`src/rtl/led_pattern_seq.sv`:
```
// led_pattern_seq: eight-LED pattern sequencer with optional PWM dimming.
//
// An 8-bit pattern register advances once per tick strobe, following one of
// four patterns chosen by the latched mode:
//   PASS   (00) pattern follows din
//   SHIFT  (01) a single lit LED rotates left
//   BOUNCE (10) a single lit LED sweeps left to 0x80 and back to 0x01
//   FILL   (11) LEDs fill from bit 0 up to 0xFF, then clear (9-step cycle)
// A change of mode takes effect on the next tick, which loads the new mode's
// start pattern. frame pulses for one cycle after each pattern wrap.
//
// Optional feature macro: LED_PWM_EN
//   defined   - a free-running PWM_BITS-bit counter gates led, giving a
//               duty of (bright+1)/2^PWM_BITS
//   undefined - no PWM counter; bright is ignored and led follows pattern
//
// Parameters:
//   PWM_BITS  width of the PWM counter and of bright (default 3)
// Ports:
//   clk       system clock
//   rst       synchronous, active-high reset
//   tick      single-cycle step strobe
//   din       value shown in PASS mode
//   mode      pattern select
//   bright    brightness level (used only with LED_PWM_EN)
//   led       registered LED drive, one cycle behind the pattern register
//   frame     single-cycle pulse after a pattern wrap

module led_pattern_seq #(
   parameter int unsigned PWM_BITS = 3
) (
   input  logic                clk,
   input  logic                rst,
   input  logic                tick,
   input  logic [7:0]          din,
   input  logic [1:0]          mode,
   input  logic [PWM_BITS-1:0] bright,
   output logic [7:0]          led,
   output logic                frame
);

   typedef enum logic [1:0] {
      ModePass   = 2'b00,
      ModeShift  = 2'b01,
      ModeBounce = 2'b10,
      ModeFill   = 2'b11
   } mode_e;

   // Sweep direction for BOUNCE
   typedef enum logic {
      StLeft,
      StRight
   } dir_e;

   logic [7:0] pattern_q, pattern_d;
   mode_e      mode_q, mode_d;
   mode_e      mode_in;
   dir_e       dir_q, dir_d;
   logic       frame_d;
   logic [7:0] led_d;

   assign mode_in = mode_e'(mode);

   // Next-state logic: everything holds unless tick is high.
   always_comb begin
      pattern_d = pattern_q;
      mode_d    = mode_q;
      dir_d     = dir_q;
      frame_d   = 1'b0;
      if (tick) begin
         if (mode_in != mode_q) begin
            // Mode change: load the start pattern; never a wrap.
            mode_d = mode_in;
            dir_d  = StLeft;
            unique case (mode_in)
               ModePass:   pattern_d = din;
               ModeShift:  pattern_d = 8'h01;
               ModeBounce: pattern_d = 8'h01;
               ModeFill:   pattern_d = 8'h00;
               default:    pattern_d = 8'h00;
            endcase
         end else begin
            unique case (mode_q)
               ModePass: begin
                  pattern_d = din;
               end
               ModeShift: begin
                  pattern_d = {pattern_q[6:0], pattern_q[7]};
                  frame_d   = (pattern_q == 8'h80);
               end
               ModeBounce: begin
                  if (dir_q == StLeft) begin
                     pattern_d = {pattern_q[6:0], 1'b0};
                     // Turn around as soon as the top is reached so 0x80
                     // is shown only once.
                     if (pattern_d == 8'h80) begin
                        dir_d = StRight;
                     end
                  end else begin
                     pattern_d = {1'b0, pattern_q[7:1]};
                     if (pattern_d == 8'h01) begin
                        dir_d   = StLeft;
                        frame_d = 1'b1;
                     end
                  end
               end
               ModeFill: begin
                  if (pattern_q == 8'hFF) begin
                     pattern_d = 8'h00;
                     frame_d   = 1'b1;
                  end else begin
                     pattern_d = {pattern_q[6:0], 1'b1};
                  end
               end
               default: begin
                  pattern_d = pattern_q;
               end
            endcase
         end
      end
   end

`ifdef LED_PWM_EN
   logic [PWM_BITS-1:0] pwm_cnt_q;

   always_ff @(posedge clk) begin
      if (rst) begin
         pwm_cnt_q <= '0;
      end else begin
         pwm_cnt_q <= pwm_cnt_q + 1'b1;
      end
   end

   // On for counts 0..bright, i.e. bright+1 of every 2^PWM_BITS cycles.
   assign led_d = pattern_q & {8{pwm_cnt_q <= bright}};
`else
   logic unused_bright;
   assign unused_bright = ^bright;
   assign led_d         = pattern_q;
`endif

   always_ff @(posedge clk) begin
      if (rst) begin
         pattern_q <= 8'h00;
         mode_q    <= ModePass;
         dir_q     <= StLeft;
         led       <= 8'h00;
         frame     <= 1'b0;
      end else begin
         pattern_q <= pattern_d;
         mode_q    <= mode_d;
         dir_q     <= dir_d;
         led       <= led_d;
         frame     <= frame_d;
      end
   end

endmodule

```
`config.mk`:
```
export PLATFORM = sky130hd
export DESIGN_NAME = led_pattern_seq
export DESIGN_NICKNAME = d
export VERILOG_FILES = /design/src/rtl/led_pattern_seq.sv
export SDC_FILE = /design/constraint.sdc
export NUM_CORES = 1
export LEC_CHECK = 0
export ABC_AREA = 1
export BUFFER_PORTS_ARGS = -buffer_cell sky130_fd_sc_hd__buf_4
export CAP_MARGIN = 10
export CORE_AREA = 5 5 70 72
export CTS_BUF_LIST = sky130_fd_sc_hd__clkbuf_4 sky130_fd_sc_hd__clkbuf_8
export DETAILED_ROUTE_END_ITERATION = 16
export DIE_AREA = 0 0 75 77
export GPL_TIMING_DRIVEN = 0
export PLACE_DENSITY_LB_ADDON = 0.08
export SLEW_MARGIN = 5
export SYNTH_ARGS = -nofsm -noshare
export SYNTH_HDL_FRONTEND = slang
export SYNTH_SLANG_ARGS = --single-unit
```
`constraint.sdc`:
```
create_clock -name clk -period 2.2 [get_ports clk]
set_input_delay 0.11 -clock clk [delete_from_list [all_inputs] [get_ports clk]]
set_output_delay 0.11 -clock clk [all_outputs]
set_load 0.02 [all_outputs]
```
==> run summary <==
critical path endpoint: led_d[2]$_SDFFE_PP0P_
Rel. slew slack: 68.7%
Fmax: 778 MHz
TritonCTS buffer count: 3
nets: 233
Hold WC Path Type: primary input to register
clock sink count: 20
die width: 75 um
crit-path max FO: 8
CTS tree: built
RR Startpoint: mode_q[0]$_SDFFE_PP0P_
final instance area: 1480 um2
drt initial violations: 64
Comb power frac: 21.4%
grt total ovfl: 0
Crit path required time: 2.36 ns
Pins Over Slew Limit: 0
Post-synth top cells: 66 x nand2_1, 26 x nor2_1, 20 x dfxtp_1
CTS max path bufs: 2
Global Route Usage Sum: 12.7%
post-route antenna net violation count: 0
total negative slack: 0 ns
endpoints failing setup: 0
sw power: 0.258 mW
Switching Share: 29.9%
overall power: 0.862 mW
critical path's slowest cell: dfxtp_1
ANT cells: 0
flip-flop and latch area: 400 um2
Hold Crit Start: din[7]
Reg2Reg Depth: 9
Root Driver: clkbuf_8
Area Growth Syn to Fin: 23.2%
Setup CP Type: register to register
CP peak stage delay: 0.42 ns
syn nets: 207
IO Port Bufs: 21
Worst-path clk slew: 0.08 ns
Placeable Area: 4230 um2
dpl ws: 0.739 ns
endpoint type of the worst setup path: register
CP startpoint: mode_q[0]$_SDFFE_PP0P_
fin crit period: 1.28 ns
Leak Pwr: 0.723 nW
peak supply drop: 0.228 mV
Detailed Routing Iterations Pass 1: 4
first-pass GRT wire length: 5.61 mm
Clk network pwr share: 33.1%
clock skew after layout: 0.00314 ns
crit path cell chain: inv_2, nand2_4, inv_1, nand2_1, nand3_2, nand2_1, nand2_1, nand2_1, nand2_1
RSZ-0062 raised after global routing: false
die footprint: 5780 um2
Int Pwr: 0.604 mW
Pwr Density: 584 nW/um2
Resize count post-CTS: 0
MaxCap Viol Count: 0
antenna violations before repair: 0
Placed Instances: 263
post-synth top area cell: dfxtp_1
Ys Warns: 0
count leader, synth: nand2_1
vias: 1,200
Async SR Flop Fraction: 0%
Netlist cell types: 24
Fillers: 481
FP Rows: 24
fin crit share: 58.4%
Critical Path Most Common Cell: nand2_1
RePlAce Congestion: 0.873
mean cell area of the mapped netlist: 6.30 um2
postcts setup bufs: 0
synthesized instance count: 190
pin count of the biggest net entering global routing: 12
Non-Filler Instances: 267
Synth Register Bits: 20
Yosys top cell area share: 33.4%
Post-synth EDFFs: 0
Syn Std Cell Area: 1200 um2
Clock Latency Late Sink: 0.25 ns
top post-synthesis cells by area: dfxtp_1 33%, nand2_1 21%, nor2_1 8.2%
Multi-input gate area: 677 um2
reg2reg setup slack: 0.92 ns
htree depth: 1
share of layout cells above drive strength 1: 22.3%
Total Wirelength: 3.25 mm
die height: 77 um
hold_buf cts: 0
reg-to-reg endpoint: led_d[2]$_SDFFE_PP0P_
status: completed
IO Count: 25
DRC: 0
register area share after synthesis: 33.4%
Arrival @ worst endpoint: 1.44 ns
Seq pwr share: 45.4%
vias in the first global route: 1,212
wire length per cell: 12.2 um
routed vias/inst: 4.49
Starting Density: 28.3%
Area after DPL: 1420 um2
Setup crit start kind: register
Final WS setup: 0.915 ns
HPWL Detailed: 2.59 mm
ys flop type: dfxtp_1
Worst Tran Pin Value: 0.470 ns
Hold Vio Cnt, Final: 0
==> per-stage QoR <==
step	hold slack [ns]	util (%)
finish	0.156	34.8
global route	0.170	34.8
CTS	0.159	34.8
detailed placement	0.431	33.5
global placement	0.429	33.5
floorplan	0.286	-
==> registers in the layout (all words and copies together), names as in the netlist <==
register	count
dir_q	1
frame	1
led	8
led_d	8
mode_q	2
==> worst max-delay path: cells and delay by family (launching register included) <==
family        cells  cell delay, ns
simple gates      7            0.57
buf+inv           2            0.20
flops             1            0.42
==> power by group through the flow <==
stage	sequential, mW	combinational, mW	clock, mW
6_report	0.392	0.185	0.286
5_1_grt	0.394	0.210	0.310
4_1_cts	0.392	0.187	0.292
3_5_place_dp	0.400	0.187	0
3_3_place_gp	0.400	0.186	0
2_1_floorplan	0.403	0.119	0
==> kinds of logic after synthesis <==
kind of cell | after synthesis | share of synthesized area (%)
compound gates | 20 | 9.40
fa+ha+maj | 1 | 1.04
buf+inv | 28 | 10.0
flops | 20 | 33.4
simple gates | 121 | 46.1
==> worst min path at each step <==
stage | endpoint | slack [ns] | cells past startpoint
2_1_floorplan | mode_q[1]$_SDFFE_PP0P_ | 0.29 | 2
3_3_place_gp | mode_q[1]$_SDFFE_PP0P_ | 0.43 | 3
3_5_place_dp | led_d[7]$_SDFFE_PP0P_ | 0.43 | 5
4_1_cts | led_d[7]$_SDFFE_PP0P_ | 0.16 | 5
5_1_grt | led_d[7]$_SDFFE_PP0P_ | 0.17 | 5
6_report | led_d[7]$_SDFFE_PP0P_ | 0.16 | 5
==> layout make-up <==
class	instances	area share, %
Buffer	4	1.70
Clock buffer	4	3.73
Inverter	24	6.45
Multi-Input combinational cell	142	45.9
Sequential cell	20	27.1
Tap cell	52	4.41
Timing Repair Buffer	21	10.7
==> per-layer routing <==
| layer | share of wire, % | GRT usage [%] | wire length [um] |
|---|---|---|---|
| met1 | 47 | 16.0 | 1540 |
| met2 | 44 | 20.2 | 1440 |
| met3 | 5.4 | 2.35 | 175 |
| met4 | 2.8 | 6.23 | 90 |
| met5 | 0 | 0 | 0 |
==> layout by cell type, fill, tap and decap left out, types with 3 or more instances in the layout <==
cell / n
inv_1: 19
a21oi_1: 5
dfxtp_1: 20
nand3_1: 7
o22ai_1: 5
o21ai_0: 8
nand2_1: 66
nand2_4: 6
nor2_2: 6
nand4_1: 3
buf_4: 21
clkbuf_8: 4
nor3_1: 3
nor2_1: 26
No activity file was read; power rests on OpenSTA's default activity.
